--- src/rtl/common_types_pkg.sv ---
// Shared types for the RAM port arbiter: data word and arbiter state encoding.
package common_types_pkg;

  localparam int WORD_W = 32;

  typedef logic [WORD_W-1:0] word_t;

  typedef enum logic [1:0] {
    IDLE,
    GRANT_I,
    GRANT_D,
    GRANT_X
  } arb_state_t;

endpackage

--- src/rtl/ram_arb_watchdog.sv ---
// Hung-access watchdog: counts cycles spent in a grant and pulses abort when
// the RAM has not answered by the last allowed cycle. TIMEOUT=0 disables it.
module ram_arb_watchdog #(
  parameter int TIMEOUT = 256
) (
  input  logic clk,
  input  logic rst,
  input  logic clear,
  input  logic active,
  input  logic ram_ready,
  output logic abort
);

  localparam int CNT_W = (TIMEOUT > 1) ? $clog2(TIMEOUT) : 1;

  logic [CNT_W-1:0] count;

  // NOTE: asynchronous reset in the sensitivity list, and only non-blocking
  // assignments for flop state so every flop samples pre-edge values.
  always_ff @(posedge clk or posedge rst) begin
    if (rst) begin
      count <= '0;
    end else if (clear) begin
      count <= '0;
    end else if (active) begin
      count <= count + CNT_W'(1);
    end
  end

  assign abort = (TIMEOUT > 0) && active && !ram_ready &&
                 (count == CNT_W'(TIMEOUT - 1));

endmodule

--- src/rtl/ram_port_arbiter.sv ---
// Shares one single-ported RAM between instruction fetch (I), load/store (D)
// and the debug port (X). Define RAM_ARB_ROUND_ROBIN_EN to alternate D/I priority.
module ram_port_arbiter
  import common_types_pkg::*;
#(
  parameter int ADDR_W  = 32,
  parameter int DATA_W  = 32,
  parameter int TIMEOUT = 256
) (
  input  logic              clk,
  input  logic              rst,
  input  logic              override_ctrl,
  input  logic              iren,
  input  logic [ADDR_W-1:0] iaddr,
  output logic              iwait,
  output logic [DATA_W-1:0] iload,
  input  logic              dren,
  input  logic              dwen,
  input  logic [ADDR_W-1:0] daddr,
  input  logic [DATA_W-1:0] dstore,
  output logic              dwait,
  output logic [DATA_W-1:0] dload,
  input  logic              xren,
  input  logic              xwen,
  input  logic [ADDR_W-1:0] xaddr,
  input  logic [DATA_W-1:0] xstore,
  output logic              xwait,
  output logic [DATA_W-1:0] xload,
  output logic              ram_ren,
  output logic              ram_wen,
  output logic [ADDR_W-1:0] ram_addr,
  output logic [DATA_W-1:0] ram_wdata,
  input  logic [DATA_W-1:0] ram_rdata,
  input  logic              ram_ready,
  output logic              timeout_err
);

  arb_state_t state, state_nxt;

  logic ireq, dreq, xreq;
  logic abort, done, in_grant, grant_entry, pick_i, capture;

  assign ireq        = iren;
  assign dreq        = dren | dwen;
  assign xreq        = xren | xwen;
  assign in_grant    = (state != IDLE);
  assign done        = ram_ready | abort;
  assign grant_entry = (state == IDLE) && (state_nxt != IDLE);

`ifdef RAM_ARB_ROUND_ROBIN_EN
  // Remembers whether D was the last of D/I served; reset value means I.
  logic last_d;

  always_ff @(posedge clk or posedge rst) begin
    if (rst) begin
      last_d <= 1'b0;
    end else if (grant_entry && state_nxt == GRANT_D) begin
      last_d <= 1'b1;
    end else if (grant_entry && state_nxt == GRANT_I) begin
      last_d <= 1'b0;
    end
  end

  assign pick_i = last_d;
`else
  assign pick_i = 1'b0;
`endif

  always_ff @(posedge clk or posedge rst) begin
    if (rst) begin
      state <= IDLE;
    end else begin
      state <= state_nxt;
    end
  end

  always_comb begin
    // NOTE: default first so every path assigns state_nxt and no latch is inferred.
    state_nxt = state;
    case (state)
      IDLE: begin
        if (override_ctrl) begin
          if (xreq) state_nxt = GRANT_X;
        end else if (dreq && !(ireq && pick_i)) begin
          state_nxt = GRANT_D;
        end else if (ireq) begin
          state_nxt = GRANT_I;
        end
      end
      default: begin
        if (done) state_nxt = IDLE;
      end
    endcase
  end

  // RAM side is loaded once on grant entry; requesters hold their inputs stable.
  always_ff @(posedge clk or posedge rst) begin
    if (rst) begin
      ram_ren   <= 1'b0;
      ram_wen   <= 1'b0;
      ram_addr  <= '0;
      ram_wdata <= '0;
    end else if (grant_entry) begin
      case (state_nxt)
        GRANT_D: begin
          ram_ren   <= !dwen;
          ram_wen   <= dwen;
          ram_addr  <= daddr;
          ram_wdata <= dstore;
        end
        GRANT_X: begin
          ram_ren   <= !xwen;
          ram_wen   <= xwen;
          ram_addr  <= xaddr;
          ram_wdata <= xstore;
        end
        default: begin
          ram_ren  <= 1'b1;
          ram_wen  <= 1'b0;
          ram_addr <= iaddr;
        end
      endcase
    end else if (in_grant && done) begin
      ram_ren <= 1'b0;
      ram_wen <= 1'b0;
    end
  end

  assign iwait = ireq & ~((state == GRANT_I) & done);
  assign dwait = dreq & ~((state == GRANT_D) & done);
  assign xwait = xreq & ~((state == GRANT_X) & done);

  // A read result is kept only if its requester is still asking for it.
  assign capture = ram_ready & ram_ren;

  always_ff @(posedge clk or posedge rst) begin
    if (rst) begin
      iload <= '0;
      dload <= '0;
      xload <= '0;
    end else begin
      if (capture && state == GRANT_I && iren) iload <= ram_rdata;
      if (capture && state == GRANT_D && dren) dload <= ram_rdata;
      if (capture && state == GRANT_X && xren) xload <= ram_rdata;
    end
  end

  always_ff @(posedge clk or posedge rst) begin
    if (rst) begin
      timeout_err <= 1'b0;
    end else if (abort) begin
      timeout_err <= 1'b1;
    end
  end

  ram_arb_watchdog #(
    .TIMEOUT(TIMEOUT)
  ) u_watchdog (
    .clk      (clk),
    .rst      (rst),
    .clear    (grant_entry),
    .active   (in_grant),
    .ram_ready(ram_ready),
    .abort    (abort)
  );

endmodule
--- config.mk ---
export PLATFORM = sky130hd
export DESIGN_NAME = ram_port_arbiter
export DESIGN_NICKNAME = d
export VERILOG_FILES = /design/src/rtl/common_types_pkg.sv /design/src/rtl/ram_arb_watchdog.sv /design/src/rtl/ram_port_arbiter.sv
export SDC_FILE = /design/constraint.sdc
export NUM_CORES = 1
export LEC_CHECK = 0
export ABC_AREA = 1
export BUFFER_PORTS_ARGS = -buffer_cell sky130_fd_sc_hd__buf_2
export CORE_AREA = 2 2 142 144
export CTS_CLUSTER_SIZE = 40
export DETAILED_ROUTE_END_ITERATION = 10
export DIE_AREA = 0 0 144 146
export PLACE_DENSITY_LB_ADDON = 0.2
export SYNTH_ARGS = -nofsm -noshare
export SYNTH_HDL_FRONTEND = slang
export SYNTH_SLANG_ARGS = --single-unit
--- constraint.sdc ---
create_clock -name clk -period 9.6 [get_ports clk]
set_clock_uncertainty 0.1 [all_clocks]
set_input_delay 0.96 -clock clk [delete_from_list [all_inputs] [get_ports clk]]
set_output_delay 0.96 -clock clk [all_outputs]
set_load 0.02 [all_outputs]
### Yosys cells after proc, flatten, opt, wreduce, memory -nomap -nowiden

Cells that the tools add are included.

| word-level totals | value |
|---|---|
| bits in registers | 173 |
| latch bits | 0 |
| memory bits (writable) | 0 |
| memory bits (read-only) | 0 |
| output and inout bits | 166 |
| logic and storage cells | 65 |
| memories | 0 |

| cells by class | value |
|---|---|
| $add $sub $neg | 1 |
| multipliers | 0 |
| div/mod/pow operators | 0 |
| magnitude comparators | 0 |
| eq/ne operators | 6 |
| shifts and indexed selects | 0 |
| multiplexer cells | 15 |
| bitwise operators | 13 |
| reductions and logical operators | 20 |

Operators with widths:

| kind | number |
|---|---|
| $pmux 32 s2 | 2 |
| $mux 8 | 2 |
| $mux 2 | 6 |
| $logic_and 1x1->1 | 10 |
| $reduce_bool 2->1 | 5 |
| $add 8x1->8 const B | 1 |
| $eq 2x2->1 const B | 4 |
| $eq 8x8->1 const B | 1 |
| $and 1x1->1 | 7 |
| $pmux 1 s2 | 2 |
| $logic_not 1->1 | 3 |
| $mux 1 | 3 |
| $not 1->1 | 3 |
| $or 1x1->1 | 3 |
| $eq 2x1->1 const B | 1 |
| $logic_not 2->1 | 1 |
| $reduce_and 2->1 | 1 |

### Logic depth before layout (Yosys ltp)

Gate-level depths: netlist of run 1.

| depth | value |
|---|---|
| word-level depth | 9 |
| mapped depth | 13 |
| mapped depth without buffers | 11 |

### By module

From an unflattened synthesis of run 1, not the netlist that was laid out.

| unflattened totals | value |
|---|---|
| cell total of the unflattened synthesis | 1,004 |
| area total of the unflattened synthesis | 8,018.9 µm² |

Modules (own cells, without submodules):

| module | instances | cells an instance | area an instance (µm²) | sequential area each (µm²) |
|---|---|---|---|---|
| ram_port_arbiter | 1 | 951 | 7,573.5 | 4,129.0 |
| ram_arb_watchdog | 1 | 53 | 445.4 | 200.2 |

### Least setup slack after synthesis of run 1

OpenSTA, ideal clock, no wires.

| timing | value |
|---|---|
| kind | input port to output port |
| start point | input ram_ready |
| end point | output xwait |
| data arrival time | 1.643 ns |
| data required time | 8.540 ns |
| path slack | 6.897 ns |
| stages | 6 |
| path through | inv_1 > nand2_1 > nor2_1 > nand2_4 > nand2_1 > a31oi_1 |

| on the way | value |
|---|---|
| word-level cells in the longest chain between the ends | 7 |

Ends and longest elaborated chain:

| what | line | RTL |
|---|---|---|
| start, declared | ram_port_arbiter.sv:34 | `input logic ram_ready,` |
| $logic_not 1->1 | ram_arb_watchdog.sv:30 | `assign abort = (TIMEOUT > 0) && active && !ram_ready &&` |
| $logic_and 1x1->1 (2 in a row) | ram_arb_watchdog.sv:30 |  |
| $or 1x1->1 * | ram_port_arbiter.sv:47 | `assign done = ram_ready \| abort;` |
| $and 1x1->1 * | ram_port_arbiter.sv:131 | `assign xwait = xreq & ~((state == GRANT_X) & done);` |
| $not 1->1 * | ram_port_arbiter.sv:131 |  |
| $and 1x1->1 * | ram_port_arbiter.sv:131 |  |
| end, declared | ram_port_arbiter.sv:27 | `output logic xwait,` |

Every way passes the cells marked *; elsewhere a longest branch is shown, timed or not.

### Worst setup path in the final report of run 1

| timing | value |
|---|---|
| start point | register state[0] |
| end point | register ram_addr[16] |

| on the way | value |
|---|---|
| word-level cells in the longest chain between the ends | 8 |
| elaborated cells between the ends (all ways) | 16 |

Ends and longest elaborated chain:

| what | line | RTL |
|---|---|---|
| start, declared | ram_port_arbiter.sv:38 | `arb_state_t state, state_nxt;` |
| start signal, assigned | ram_port_arbiter.sv:73 | `state <= state_nxt;` |
| $reduce_bool 2->1 | ram_port_arbiter.sv:46 | `assign in_grant = (state != IDLE);` |
| $logic_and 1x1->1 (2 in a row) | ram_arb_watchdog.sv:30 |  |
| $or 1x1->1 | ram_port_arbiter.sv:47 |  |
| $mux 2 | ram_port_arbiter.sv:91 | `if (done) state_nxt = IDLE;` |
| $mux 2 | ram_port_arbiter.sv:80 | `case (state)` |
| $eq 2x2->1 or $reduce_bool 2->1 (tied branches) | ram_port_arbiter.sv:104, ram_port_arbiter.sv:48 |  |
| $pmux 32 s2 or $logic_and 1x1->1 (tied branches) | ram_port_arbiter.sv:104, ram_port_arbiter.sv:48 |  |
| end signal, assigned | ram_port_arbiter.sv:108 | `ram_addr <= daddr;` |
| end signal, assigned | ram_port_arbiter.sv:114 | `ram_addr <= xaddr;` |
| end signal, assigned | ram_port_arbiter.sv:120 | `ram_addr <= iaddr;` |
| end, declared | ram_port_arbiter.sv:31 | `output logic [ADDR_W-1:0] ram_addr,` |

Several ways; a longest one is shown, not always the timed one.
A chain may end at the register's enable or synchronous reset.

==> results of run 1 <==
## worst min-delay path by stage
| stage | startpoint | endpoint | slack (ns) | cells past startpoint |
|---|---|---|---|---|
| after floorplan | u_watchdog.count[0] | u_watchdog.count[0] | 0.37 | 1 |
| after global placement | timeout_err | timeout_err | 0.35 | 2 |
| after detailed placement | timeout_err | timeout_err | 0.35 | 2 |
| after CTS | timeout_err | timeout_err | 0.37 | 2 |
| after global routing | timeout_err | timeout_err | 0.39 | 2 |
| final | timeout_err | timeout_err | 0.36 | 2 |
## through the flow
stage	std cells	utilization, %	setup WS, ns
finish	1506	52.4	5.80
global route	1506	52.4	5.46
CTS	1506	52.4	5.87
detailed placement	1474	49.3	5.48
global placement	1474	49.3	5.48
floorplan	898	-	3.85
## metal layers
layer	track usage (%)	share of wire [%]	vias up	wire (microns)
met5	0	0	-	0
met4	8.28	2.4	0	570
met3	5.13	7.6	35	1800
met2	36.9	48	300	11400
met1	29.2	42	3411	9970
li1	-	-	3626	-
## cell type report
class | instances | area (sq um)
clock buffers | 18 | 439
clock inverters | 14 | 160
fillers | 1901 | 9200
inverters | 45 | 174
multi-input cells | 620 | 2830
flip-flops and latches | 173 | 4330
well taps | 265 | 332
repair buffers | 371 | 1870
## logic make-up (layout without fill, tap and decap cells)
logic type                 Yosys count  in the layout  synth area share [%]
adders and majority gates            1              1                 0.163
xor gates and xnor gates             1              1                 0.114
AOI/OAI and AO/OA                  204            204                  13.6
DFF                                173            173                  56.5
and+or+nand+nor                    414            414                  23.0
buffers and inverters              105            448                  6.66
## critical path, delay by kind of cell (launching register included)
family / cells / cell delay [ns]
and+or+nand+nor: 7 / 2.44
DFF: 1 / 0.46
buffers and inverters: 1 / 0.56
## sequential cells by signal, summed over array words and instances (netlist names)
signal / flops
xload: 32
ram_wen: 1
state: 2
ram_wdata: 32
ram_addr: 32
timeout_err: 1
ram_ren: 1
u_watchdog.count: 8
dload: 32
iload: 32
## power groups by stage
stage | sequential [mW] | combinational (mW) | clock, mW
3_3_place_gp | 1.23 | 1.70 | 0
3_5_place_dp | 1.23 | 1.73 | 0
2_1_floorplan | 1.60 | 0.831 | 0
6_report | 1.23 | 1.71 | 0.695
5_1_grt | 1.27 | 1.90 | 0.747
4_1_cts | 1.23 | 1.73 | 0.712
## cell usage after synthesis, drive strengths merged
| cell type | number |
|---|---|
| nor2 | 46 |
| nor3b | 2 |
| buf | 35 |
| a31oi | 2 |
| a21oi | 68 |
| inv | 45 |
| nand2 | 249 |
| nand3 | 113 |
| nor3 | 1 |
| xor2 | 1 |
| clkbuf | 25 |
| ha | 1 |
| dfrtp | 173 |
| o22ai | 1 |
| o21ai | 131 |
| o21bai | 2 |
| nand4 | 3 |
## cells in the final DEF, fill, tap and decap left out, types with 5 or more instances in the layout
| master | Yosys | layout |
|---|---|---|
| inv_6 | 0 | 6 |
| a21oi_1 | 68 | 68 |
| nand2_1 | 246 | 246 |
| o21ai_1 | 40 | 40 |
| clkbuf_16 | 0 | 17 |
| nor2_1 | 42 | 41 |
| buf_4 | 9 | 5 |
| dfrtp_1 | 173 | 173 |
| o21ai_0 | 90 | 90 |
| buf_2 | 18 | 366 |
| nand3_1 | 112 | 112 |
| inv_1 | 43 | 42 |
==> results.ini, run 1 <==
[flow_run]
maxCapViolCount = 0

[timing]
setup_tns_ns = 0
max_slew.worst_pin.slew_ns = 1.14
hold_viol = 0
setup_violations = 0
finalCritPeriodShare_pct = 39.6
maxClockFrequency_mhz = 263
fin_hold_ws_ns = 0.360
rsz0062_at_grt = false
drv_slew = 0
fin_crit_ns = 3.80
relSlewSlack_pct = 24.2

[worst_setup_path]
crit_end = ram_addr[16]
cp_max_fo = 102
crit_type = register to register
startpoint_type = register
required_ns = 9.81
worst_path_most_repeated_cell = nand2_1
crit_chain = nor2_4 > nand3_2 > nand2_4 > inv_2 > nand2_1 > nand3_1 > nand2_1 > nand2_1
crit_start = state[0]
r2r_setup_slack_ns = 5.80
worst_ep_arrival_time_ns = 4.01
critPathSlowestCell = nand2_4
r2r-start = state[0]
crit_path_max_incr_delay_ns = 1.06
end_kind = register
timing.rr.end = ram_addr[16]
rr_worst_depth = 8

[drt]
drc = 0
wl_per_cell_microns = 15.7
antenna_left = 0
drtPass1Iterations = 5
drt_iter0_drc = 395
drt-total-wl_microns = 23700
via_per_inst = 4.90
vias = 7372

[logic_synthesis]
ys.warnings.count = 0
netlist_instances = 898
avgSynthCellArea_sq_um = 8.53
synthDominantCellAreaShare_pct = 56.5
yosysTopAreaCell = dfrtp_1
ys_seq_area_share_pct = 56.5
synth.top_cells.by_area = dfrtp_1 57%, nand2_1 12%, nand3_1 7.3%
syn_nets = 1100
yosys_register_bits = 173
synth_area_sq_um = 7660
yosysUniqueCellTypes = 27

[floorplan]
dieWidth_microns = 144
num_rows = 51
io_pins = 367
dieArea_sq_um = 21000
dieHeight_microns = 146
initial_utilization_pct = 39.6
coreArea_sq_um = 19300

[global_route]
antenna_found_initial = 0
grt_first_pass_wirelength_microns = 37300
overflow = 0
grt_usage_pct = 22.5
grt_pass1_vias = 7094
grt_max_degree = 110

[final_layout]
finalInstanceArea_sq_um = 10100
finalNetCount = 1430
n_antenna_cell = 0
drive_gt1_share_pct = 33.5
layout-area-overhead-vs-synth_pct = 32.3

[cts]
cts_htree_levels = 4
cts-root-buf = clkbuf_16
cts_max_path_buffers = 2
hold_buffers = 0
clk_pin_slew_ns = 0.07
numCtsBuffers = 17
clkSinkCount = 173
cts_resized = 0
cts_tree = yes
clock_latency_ns = 0.42
cts_setup_buffers = 0

[placement]
post-dp-hpwl_microns = 16400
place_congestion = 0.815
place_area_sq_um = 9540
numPortBuffers = 366

[power_and_ir_drop]
p_comb_share_pct = 47.0
clkPwrFrac_pct = 19.2
seqPwrFrac_pct = 33.8
swShare_pct = 46.7
p_switching_mw = 1.69
p_leak_nw = 5.51
vdd_drop_max_v = 0.000191
p_int_mw = 1.94
p_per_area_nw_per_um2 = 358
p_total_mw = 3.63

[run_status]
status = completed

[min_path]
hold_class = register to register

Note: power is estimated with default switching activity, not from simulation.
==> run 2, diff against run 1 <==
- clock period: 9.6 -> 3.1 ns (I/O delays scaled with it)
==> run 2 against run 1 <==
  * Utilization rose by 0.30 points
  * Combinational power grew to 3.1 times the previous value
  * Global-route usage fell by 0.58 points
  * Routed wire length down 3.1%
  * Register-to-register slack worse by 5.2 ns
  * Non-clock buffer count grew 5
  * Cell count is 0.33% higher
  * Worst setup slack lost 5.2 ns
  * Flip-flop and latch count unchanged
  * Total power grew to 3.1 times the previous value
==> results.ini, run 2 (synthesis gave the netlist of run 1 again) <==
[cts]
cts_setup_buffers = 0  ; unchanged
cts_tree = yes
cts_max_path_buffers = 2  ; unchanged
clock_latency_ns = 0.43  ; about the same
numCtsBuffers = 17  ; unchanged
clkSinkCount = 173  ; unchanged
cts_resized = 0  ; unchanged
cts_htree_levels = 4  ; unchanged
cts-root-buf = clkbuf_16
clk_pin_slew_ns = 0.07  ; about the same
hold_buffers = 0  ; unchanged

[timing]
relSlewSlack_pct = 34.5  ; +10 points
finalCritPeriodShare_pct = 81.0  ; +41 points
fin_hold_ws_ns = 0.0149  ; -0.345 ns
hold_viol = 0  ; unchanged
drv_slew = 0  ; unchanged
rsz0062_at_grt = false
maxClockFrequency_mhz = 398  ; +52%
setup_violations = 0  ; unchanged
setup_slack_ns = 0.590  ; -5.21 ns
setup_tns_ns = 0  ; unchanged
fin_crit_ns = 2.51  ; -1.29 ns
max_slew.worst_pin.slew_ns = 0.982  ; -0.155 ns

[drt]
wl_per_cell_microns = 15.2  ; -3.4%
drt-total-wl_microns = 23000  ; -3.1%
drc = 0  ; unchanged
vias = 7319  ; -0.72%
drtPass1Iterations = 5  ; unchanged
drt_iter0_drc = 376  ; -4.8%
antenna_left = 0  ; unchanged
via_per_inst = 4.84  ; -1.0%

[worst_setup_path]
required_ns = 3.36  ; -6.45 ns
crit_path_max_incr_delay_ns = 0.66  ; -0.40 ns
crit_chain = nor2_4 > nand3_2 > buf_4 > inv_1 > o21ai_0 > o21ai_1
cp_top_family = buffers and inverters
critPathSlowestCell = inv_1
worst_ep_arrival_time_ns = 2.77  ; -1.24 ns
crit_type = register to register
cp_max_fo = 33  ; -68%
end_kind = register
startpoint_type = register
crit_buf_inv = 2  ; +1

[run_status]
status = completed

[floorplan]
dieWidth_microns = 144  ; unchanged
coreArea_sq_um = 19300  ; unchanged
num_rows = 51  ; unchanged
dieArea_sq_um = 21000  ; unchanged
io_pins = 367  ; unchanged
initial_utilization_pct = 39.6  ; unchanged
dieHeight_microns = 146  ; unchanged

[flow_run]
maxCapViolCount = 0  ; unchanged

[final_layout]
finalNetCount = 1435  ; +0.35%
seqCellArea_sq_um = 4330  ; unchanged
layout-area-overhead-vs-synth_pct = 33.1
fill_cells = 1917  ; +0.84%
drive_gt1_share_pct = 33.8  ; +0.27 points
final_common_cell = buf_2
multi_input_area_sq_um = 2830  ; unchanged
n_antenna_cell = 0  ; unchanged
most-common-layout-cells = 366 x buf_2, 246 x nand2_1, 173 x dfrtp_1
fin_cells = 1511  ; +0.33%
fin_util_pct = 52.7  ; +0.30 points

[placement]
dp.cells = 1479  ; +0.34%
numPortBuffers = 366  ; unchanged
place_congestion = 0.804  ; -1.3%
place_ws_ns = 0.565  ; -4.91 ns
post-dp-hpwl_microns = 16000  ; -2.7%

[power_and_ir_drop]
p_leak_nw = 5.51  ; about the same
p_per_area_nw_per_um2 = 1100  ; +210%
vdd_drop_max_v = 0.000513  ; +170%

[global_route]
grt_usage_pct = 22.0  ; -0.58 points
antenna_found_initial = 0  ; unchanged
grt_first_pass_wirelength_microns = 36500  ; -2.3%
overflow = 0  ; unchanged
grt_max_degree = 174  ; +58%
grt_pass1_vias = 6970  ; -1.7%

[min_path]
hold_class = input port to async pin

[run 2: per-layer routing]
metal  part of all wire, %  wire length, microns  vias up  track usage, %
met5                     0                     0        -               0
met4                   2.2                   494        0            7.65
met3                   7.4                  1700       32            6.05
met2                    49                 11200      265            35.5
met1                    42                  9570     3398            28.3
li1                      -                     -     3624               -
[run 2: worst reg2reg max path: stages, from the launching register on]
cell	delay, ns
dfrtp_1	0.46
nor2_4	0.30
nand3_2	0.17
buf_4	0.28
inv_1	0.68
o21ai_0	0.27
o21ai_1	0.17
[run 2: path summary, 6_finish.rpt]
path                       depth (start not counted)  slack, ns         from             to
max reg2reg                                        6       0.59     state[0]  ram_wdata[18]
min                                                3       0.01          rst      iload[23]
min reg2reg                                        2       0.36  timeout_err    timeout_err
max in group asynchronous                          3       2.12          rst        ram_ren
max                                                6       0.59     state[0]  ram_wdata[18]
min in group clk                                   3       0.03    dstore[6]   ram_wdata[6]
[run 2: metrics by stage]
step | total power, mW | area, sq um
after floorplan | 7.54 | 7660
after global placement | 9.19 | 9620
after detailed placement | 9.27 | 9620
after CTS | 11.4 | 10200
after global routing | 12.1 | 10200
final | 11.2 | 10200
[run 2: final cells by class]
class / count / area share (%)
flip-flops and latches: 173 / 42.5
multi-input cells: 620 / 27.8
repair buffers: 376 / 19.2
clock buffers: 17 / 4.17
well taps: 265 / 3.25
inverters: 45 / 1.69
clock inverters: 15 / 1.44
[run 2: where the power goes]
| part | internal (mW) | leakage [nW] | switching (mW) |
|---|---|---|---|
| clock | 1.06 | 0.260 | 1.01 |
| sequential | 3.25 | 2.18 | 0.538 |
| combinational | 1.72 | 3.07 | 3.65 |
| total | 6.04 | 5.51 | 5.20 |
